<file path="config.mk">
export PLATFORM = sky130hd
export DESIGN_NAME = cmd_framer
export DESIGN_NICKNAME = d
export VERILOG_FILES = /design/src/rtl/cmd_framer.sv
export SDC_FILE = /design/constraint.sdc
export NUM_CORES = 1
export LEC_CHECK = 0
export BUFFER_PORTS_ARGS = -buffer_cell sky130_fd_sc_hd__buf_2
export CORE_ASPECT_RATIO = 1.75
export CORE_MARGIN = 3
export CORE_UTILIZATION = 54
export CTS_BUF_LIST = sky130_fd_sc_hd__clkbuf_8 sky130_fd_sc_hd__clkbuf_16
export DETAILED_ROUTE_END_ITERATION = 6
export GPL_TIMING_DRIVEN = 0
export HOLD_SLACK_MARGIN = 0.08
export PLACE_DENSITY = 0.8
export SYNTH_ARGS = -nofsm -noshare
export SYNTH_HDL_FRONTEND = slang
export SYNTH_SLANG_ARGS = --single-unit
</file>
<file path="constraint.sdc">
create_clock -name clk -period 4.6 [get_ports clk]
set_input_delay 0.92 -clock clk [delete_from_list [all_inputs] [get_ports clk]]
set_output_delay 0.92 -clock clk [all_outputs]
set_load 0.03 [all_outputs]
</file>
<file path="src/rtl/cmd_framer.sv">
// UART byte stream to 24-bit command framer with a first-word-fall-through command FIFO.
// Optional inter-byte timeout is enabled by defining CMD_FRAMER_TIMEOUT_EN.
module cmd_framer #(
    parameter int DATA_WIDTH     = 8,
    parameter int FIFO_DEPTH     = 8,
    parameter int TIMEOUT_CYCLES = 4340
) (
    input  logic                          clk,
    input  logic                          rst,
    input  logic [DATA_WIDTH-1:0]         s_axis_tdata,
    input  logic                          s_axis_tvalid,
    output logic                          s_axis_tready,
    output logic [3*DATA_WIDTH-1:0]       m_cmd_tdata,
    output logic                          m_cmd_tvalid,
    input  logic                          m_cmd_tready,
    output logic                          frame_err,
    output logic                          drop_err,
    output logic [$clog2(FIFO_DEPTH):0]   fifo_level
);

    localparam int PTR_W = $clog2(FIFO_DEPTH);
    localparam int LVL_W = PTR_W + 1;
    localparam int CMD_W = 3 * DATA_WIDTH;

    typedef enum logic [1:0] {
        IDLE = 2'd0,
        GOT1 = 2'd1,
        GOT2 = 2'd2
    } state_t;

    state_t                  state_q, state_d;
    logic [DATA_WIDTH-1:0]   b0_q, b0_d;
    logic [DATA_WIDTH-1:0]   b1_q, b1_d;
    logic                    rdy_q;
    logic                    ferr_q, ferr_d;
    logic                    drop_q, drop_d;
    logic [PTR_W-1:0]        wr_ptr_q, wr_ptr_d;
    logic [PTR_W-1:0]        rd_ptr_q, rd_ptr_d;
    logic [LVL_W-1:0]        level_q, level_d;
    logic [CMD_W-1:0]        mem_q [FIFO_DEPTH];

    logic                    hs;
    logic                    start_bit;
    logic                    push;
    logic [CMD_W-1:0]        push_word;
    logic                    empty;
    logic                    full;
    logic                    pop;
    logic                    wr_en;
    logic                    tmo_hit;

    assign hs        = s_axis_tvalid & rdy_q;
    assign start_bit = s_axis_tdata[DATA_WIDTH-1];
    assign push_word = {b0_q, b1_q, s_axis_tdata};

`ifdef CMD_FRAMER_TIMEOUT_EN
    localparam int TMO_W = $clog2(TIMEOUT_CYCLES + 1);

    logic [TMO_W-1:0] tmo_q, tmo_d;

    // Counter only runs while a partial frame is held; any accepted byte restarts it.
    assign tmo_hit = (state_q != IDLE) && (tmo_q == TMO_W'(TIMEOUT_CYCLES - 1));

    always_comb begin
        tmo_d = tmo_q + TMO_W'(1);
        if (hs || (state_q == IDLE) || tmo_hit) begin
            tmo_d = '0;
        end
    end

    always_ff @(posedge clk or negedge rst) begin
        if (!rst) begin
            tmo_q <= '0;
        end else begin
            tmo_q <= tmo_d;
        end
    end
`else
    logic unused_tmo;

    assign tmo_hit    = 1'b0;
    assign unused_tmo = (TIMEOUT_CYCLES != 0);
`endif

    // A start byte arriving mid-frame restarts the frame instead of being thrown away.
    always_comb begin
        state_d = state_q;
        b0_d    = b0_q;
        b1_d    = b1_q;
        push    = 1'b0;
        ferr_d  = 1'b0;
        if (hs) begin
            case (state_q)
                IDLE: begin
                    if (start_bit) begin
                        b0_d    = s_axis_tdata;
                        state_d = GOT1;
                    end else begin
                        ferr_d  = 1'b1;
                    end
                end
                GOT1: begin
                    if (!start_bit) begin
                        b1_d    = s_axis_tdata;
                        state_d = GOT2;
                    end else begin
                        ferr_d  = 1'b1;
                        b0_d    = s_axis_tdata;
                    end
                end
                GOT2: begin
                    if (!start_bit) begin
                        push    = 1'b1;
                        state_d = IDLE;
                    end else begin
                        ferr_d  = 1'b1;
                        b0_d    = s_axis_tdata;
                        state_d = GOT1;
                    end
                end
                default: state_d = IDLE;
            endcase
        end else if (tmo_hit) begin
            ferr_d  = 1'b1;
            state_d = IDLE;
        end
    end

    // A pop in the same cycle frees the slot, so a push into a full FIFO still lands.
    always_comb begin
        empty    = (level_q == '0);
        full     = (level_q == LVL_W'(FIFO_DEPTH));
        pop      = !empty && m_cmd_tready;
        wr_en    = push && (!full || pop);
        drop_d   = push && full && !pop;
        wr_ptr_d = wr_en ? wr_ptr_q + PTR_W'(1) : wr_ptr_q;
        rd_ptr_d = pop ? rd_ptr_q + PTR_W'(1) : rd_ptr_q;
        level_d  = level_q;
        case ({wr_en, pop})
            2'b10:   level_d = level_q + LVL_W'(1);
            2'b01:   level_d = level_q - LVL_W'(1);
            default: level_d = level_q;
        endcase
    end

    always_ff @(posedge clk or negedge rst) begin
        if (!rst) begin
            state_q  <= IDLE;
            b0_q     <= '0;
            b1_q     <= '0;
            rdy_q    <= 1'b0;
            ferr_q   <= 1'b0;
            drop_q   <= 1'b0;
            wr_ptr_q <= '0;
            rd_ptr_q <= '0;
            level_q  <= '0;
        end else begin
            state_q  <= state_d;
            b0_q     <= b0_d;
            b1_q     <= b1_d;
            rdy_q    <= 1'b1;
            ferr_q   <= ferr_d;
            drop_q   <= drop_d;
            wr_ptr_q <= wr_ptr_d;
            rd_ptr_q <= rd_ptr_d;
            level_q  <= level_d;
        end
    end

    always_ff @(posedge clk) begin
        if (wr_en) begin
            mem_q[wr_ptr_q] <= push_word;
        end
    end

    assign s_axis_tready = rdy_q;
    assign m_cmd_tvalid  = !empty;
    assign m_cmd_tdata   = empty ? '0 : mem_q[rd_ptr_q];
    assign frame_err     = ferr_q;
    assign drop_err      = drop_q;
    assign fifo_level    = level_q;

endmodule

</file>
==> results of run 1 <==
[cells in the final DEF, fill, tap and decap left out, types with 2 or more instances in the layout]
cell / instances
a21oi_1: 4
and3_1: 2
buf_2: 49
buf_4: 4
buf_6: 2
buf_8: 2
bufinv_16: 2
clkbuf_1: 6
clkbuf_16: 19
clkinv_1: 2
clkinv_2: 3
conb_1: 2
dfrtp_1: 30
edfxtp_1: 184
ha_1: 7
inv_1: 7
mux2_2: 16
mux2i_1: 23
mux4_2: 46
nand2_1: 9
nand2b_1: 5
nor2_1: 25
nor2_4: 6
nor3_2: 2
xnor2_1: 5
xor2_1: 2
[routing by layer]
layer,routed length [um],vias up,part of all wire (%)
li1,-,1748,-
met1,5830,2097,35
met2,9330,134,57
met3,892,36,5.4
met4,431,0,2.6
met5,0,-,0
[area by class of cell]
cell class / count / area share, %
flip-flops and latches: 214 / 66.1
multi-input cells: 171 / 21.6
clock buffers: 19 / 5.01
repair buffers: 46 / 2.77
well taps: 183 / 2.41
clock inverters: 12 / 1.15
plain buffers: 17 / 0.922
inverters: 3 / 0.119
[critical path, delay by kind of cell (launching register included)]
family,cells,cell delay [ps]
muxes,2,580
and+or+nand+nor,1,80
buffers and inverters,3,1150
DFF,1,390
[final timing paths]
kind,start,to
worst max-delay path,rd_ptr_q[1],m_cmd_tdata[1]
worst min-delay path,rst,b1_q[0]
worst max register to register,state_q[0],mem_q[1][14]
worst min register to register,wr_ptr_q[0],wr_ptr_q[0]
max in group asynchronous,rst,b0_q[2]
min in group clk,wr_ptr_q[0],wr_ptr_q[0]
[where the power goes]
part           internal (mW)  switching [mW]
logic                  0.765            1.14
registers               2.32           0.166
clock network          0.863           0.648
total                   3.95            1.96
[registers in the layout, indices dropped and copies added (netlist names)]
signal / count
mem_q: 184
b0_q: 8
b1_q: 7
fifo_level: 4
rd_ptr_q: 3
wr_ptr_q: 3
state_q: 2
drop_err: 1
frame_err: 1
s_axis_tready: 1
[through the flow]
stage	cell area, sq um	util [%]	TNS, ps	cells
after floorplan	8370	-	0	405
after global placement	8810	58.5	-34690	630
after detailed placement	8910	59.2	0	634
after CTS	9500	63.1	0	665
after global routing	9500	63.1	0	665
final	9500	63.1	0	665
[cells by family after synthesis]
group           Yosys count  synth area share, %
simple gates             57                 3.17
compound gates           12                 1.36
buf+inv                  20                 1.18
flops                   214                 75.0
xor+xnor                  7                0.733
fa+ha+maj                 7                 1.05
mux                      86                 17.4
other cells               2               0.0897
==> impl_results.md, run 1 <==
* Max cap viols at 0
* Most common cell in the netlist: edfxtp_1
* PnR Total Power at 5.91 mW
* Clk slew on worst S/H paths at 70 ps
* Skew final at 20.1 ps
* Die X at 100 um
* GRT Overall Usage at 20.1%
* Total CTS buffers at 18
* Max Freq at 277 MHz
* Hold slack at 512 ps
* Max FO, Critical Path at 10
* Most Crowded Layer GR: met2
* Die Ht at 171 um
* Grt met2 use at 36.2%
* # setup viols final at 0
* Fin crit period at 3610 ps
* Kind of start point of the critical path: flop
* Top_reg_cell synth: edfxtp_1
* Static Leak at 3.31 nW
* CTS tree: built
* #FFs+latches synth at 214
* Drt pass-1 iters at 4
* RSZ-0062 raised after global routing: no
* CP Cell Sequence: clkbuf_1 -> buf_2 -> mux4_2 -> mux2i_1 -> nor2_1 -> buf_2
* Period utilization at 78.5%
* Syn Inst Count at 405
* Rel. slew slack at 38.7%
* Place WS at 1340 ps
* Setup bufs post-CTS at 0
* Reg2reg setup slack at 1810 ps
* Setup CP Type: flop to primary output
* CP most frequent cell: buf_2
* Crit path largest cell delay at 490 ps
* Number of top-level pins at 44
* Clock buffer depth at 3
* Gr ovfl total at 0
* Routed wire length at 16,500 um
* Post-synth EDFFs at 184
* Worst path slowest cell: clkbuf_1
* Peak VDD IR at 0.391 mV
* Worst Slack Setup Final at 989 ps
* Hold Buf Count CTS at 0
* PostCTS Resize Cnt at 0
* Clock Latency Late Sink at 490 ps
* Number of global-route vias before repair at 4,301
* Fillers at 1,069
* Distinct cells, synth at 35
* Port buffer count at 42
* Max-slew violations at 0
* Post-synth top area cell: edfxtp_1
* Avg Inst Size Synth at 20.7 sq um
* Pwr dens at 622 nW/um^2
* Rows at 59
* Fraction of layout cells with a size suffix above 1 at 33.0%
* Initial core utilization at 55.6%
* Final Wtd Congestion at 0.794
* Async SR Flop Fraction at 14.0%
* Cell Area, Synth at 8370 sq um
* Hold WC Path Type: input pin to async pin
* Area Growth Syn to Fin at 13.5%
* First-pass GRT wire length at 25,300 um
* Syn. warnings at 0
* Status: complete, no violations
* List of most frequent post-synthesis cells: edfxtp_1, mux4_2, nor2_1
* Crit. End Element: primary output
* Worst path arrival time at 2690 ps
* Core area at 15,100 sq um
* Antenna-violating nets left at 0
* CTS sink cnt at 214
* Vias per Instance at 6.04
* DPL Wire Length at 10,100 um
* Area of the multi-input gates at 2050 sq um
* Vias at 4,015
* Area contributors post-synth: edfxtp_1, mux4_2, dfrtp_1
* Sequential-to-total area share from yosys stat at 75.0%
* Pin count of the biggest net entering global routing at 31
* R2R cell count at 7
* Antenna violations before repair at 0
* Worst EP required at 3680 ps
* Final Hold Viols at 0
* Full die area at 17,100 sq um
* Met3 usage in global routing at 2.65%
* Worst slew pin tran at 917 ps
* Ant diodes at 0
* M1 GR Usage at 24.8%
* H-tree Lvls at 1
* Drt wl/cell at 24.8 um
* Yosys top cell area share at 66.0%
* Syn nets at 424
* CTS Root Cell: clkbuf_16
* Drt first-iter violations at 275
* FF+latch area at 6280 sq um
* Residual DRC at 0
* Layout Nets at 490
Note: power is estimated with default switching activity, not from simulation.
==> run 2: changes to the inputs <==
Settings changed: PLACE_DENSITY 0.8 to 0.83.
Clock period 4.6 ns to 3.3 ns, I/O delays scaled along.
==> run 2 against run 1 <==
Compared with the run above: combinational power is 40% higher; cell count is 0.30% lower; first-iteration DRC count is 27% higher; sequential power is 40% higher; clock-buffer cell count is 4 higher; worst setup slack worse by 870 ps; core utilization is 0.27 points higher; global-route usage is 0.098 points higher.
==> impl_results.md, run 2 (synthesis results as in run 1) <==
* Die Ht at 171 um
* Max reg flops at 184
* Skew final at 5.98 ps
* Clock buffer depth at 3
* Drt first-iter violations at 349
* Vias per Instance at 6.12
* CTS tree: built
* CP Cell Sequence: clkbuf_4 -> buf_4 -> mux4_2 -> mux2i_1 -> nor2_1 -> buf_2
* Clk slew on worst S/H paths at 70 ps
* Static Leak at 3.30 nW
* Met3 usage in global routing at 2.53%
* Port buffer count at 42
* Setup bufs post-CTS at 0
* GRT Overall Usage at 20.2%
* Largest registers: mem_q x184, b0_q x8, b1_q x7
* Setup CP Type: flop to primary output
* Vias at 4,055
* H-tree Lvls at 1
* Commonest cells after routing, fill and taps aside: edfxtp_1, buf_2, mux4_2, dfrtp_1, nor2_1
* Initial core utilization at 55.6%
* Status: complete, no violations
* Crit path largest cell delay at 540 ps
* Drt pass-1 iters at 4
* Number of top-level pins at 44
* Fin crit period at 3180 ps
* Worst EP required at 2640 ps
* Rows at 59
* Worst slew pin tran at 908 ps
* # setup viols final at 0
* Final Wtd Congestion at 0.733
* Full die area at 17,100 sq um
* RSZ-0062 raised after global routing: no
* Peak VDD IR at 0.752 mV
* Routed wire length at 16,600 um
* CP top delay family: buffers and inverters
* Fraction of layout cells with a size suffix above 1 at 33.8%
* Net Switching at 2.74 mW
* Layout Nets at 488
* Antenna violations before repair at 0
* Die X at 100 um
* Logic pwr share at 32.3%
* Hold WC Path Type: input pin to async pin
* Max cap viols at 0
* Clock Latency Late Sink at 470 ps
* Most Crowded Layer GR: met2
* CTS sink cnt at 214
* Rel. slew slack at 39.3%
* Biggest register: mem_q
* Clock power frac at 25.5%
* Fin util at 63.4%
* Period utilization at 96.4%
* CTS Root Cell: clkbuf_16
* Worst path slowest cell: mux4_2
* Grt met2 use at 36.7%
* Worst path arrival time at 2520 ps
* Area Growth Syn to Fin at 14.0%
* Total CTS buffers at 18
* PnR Total Power at 8.26 mW
* Pin count of the biggest net entering global routing at 31
* Crit. End Element: primary output
* Residual DRC at 0
* Number of global-route vias before repair at 4,385
* Kind of start point of the critical path: flop
* M1 GR Usage at 24.8%
* Sum Neg Setup Slack at 0 ps
* Worst Path Buf+Inv at 3
* DPL Wire Length at 10,000 um
* Pint at 5.52 mW
* Max-slew violations at 0
* Gr ovfl total at 0
* Hold slack at 278 ps
* Antenna-violating nets left at 0
* Final Hold Viols at 0
* First-pass GRT wire length at 25,700 um
* Share of power burned in registers at 42.2%
* Max FO, Critical Path at 10
* Switching share of total power at 33.1%
* Pwr dens at 866 nW/um^2
* Max Freq at 314 MHz
* Ant diodes at 0
* Core area at 15,100 sq um
* Most common cell after layout, fill and taps aside: edfxtp_1
* Drt wl/cell at 25.1 um
run 2: changes by cell type in the layout (fill, tap and decap cells not counted), sizes merged:
cell	delta
bufinv	-1
buf	-3
clkinvlp	+2
clkbuf	+5
inv	-3
clkinv	-2
run 2: cell type report:
class | count | area (sq um)
sequential | 214 | 6280
buffer | 17 | 91.3
timing repair buffer | 44 | 265
clock buffer | 23 | 531
inverter | 3 | 11.3
multi-input combinational | 171 | 2070
clock inverter | 8 | 67.6
fill | 1027 | 5520
tap | 183 | 229
run 2: repair_timing:
| item | CTS | global route |
|---|---|---|
| hold endpoints to repair | 0 | 0 |
| setup endpoints to repair | 5 | 10 |
| hold buffers | 0 | 0 |
| gates resized for setup | 2 | 1 |
| pin swaps | 0 | 0 |
run 2: metrics by stage:
| step | cell area (sq um) | worst slack, ps | instances |
|---|---|---|---|
| floorplan | 8380 | 490 | 405 |
| global placement | 8820 | -761 | 630 |
| detailed placement | 8930 | 133 | 632 |
| CTS | 9540 | 1.65 | 663 |
| global route | 9540 | 5.04 | 663 |
| finish | 9540 | 119 | 663 |
run 2: power by group through the flow:
stage	logic [mW]	clock network (mW)	registers (mW)
final	2.67	2.10	3.49
after global routing	2.87	2.22	3.52
after CTS	2.71	2.13	3.48
after detailed placement	2.67	0	3.53
after global placement	2.60	0	3.49
after floorplan	1.95	0	3.49
run 2: routing by layer:
metal / vias to the layer above / wire length [um]
met5: - / 0
met1: 2110 / 6040
met4: 0 / 494
li1: 1755 / -
met3: 39 / 889
met2: 151 / 9190
run 2: final timing paths:
| kind | from | slack, ps | cells past startpoint | end |
|---|---|---|---|---|
| setup / recovery | rd_ptr_q[0] | 120 | 6 | m_cmd_tdata[2] |
| hold / removal | rst | 280 | 1 | b1_q[1] |
| setup reg to reg | state_q[0] | 360 | 7 | mem_q[1][14] |
| hold reg to reg | wr_ptr_q[0] | 530 | 1 | wr_ptr_q[0] |
| max in group asynchronous | rst | 2510 | 1 | b0_q[5] |
| min in group clk | m_cmd_tready | 460 | 2 | fifo_level[3] |
run 2: worst reg2reg max path, cell delays in order, from the launching register on:
cell      delay (ps)
dfrtp_1          420
inv_1            100
ha_1             180
and4b_2          320
a21boi_4         330
nand2_1          290
nor3_4           780
buf_16           240
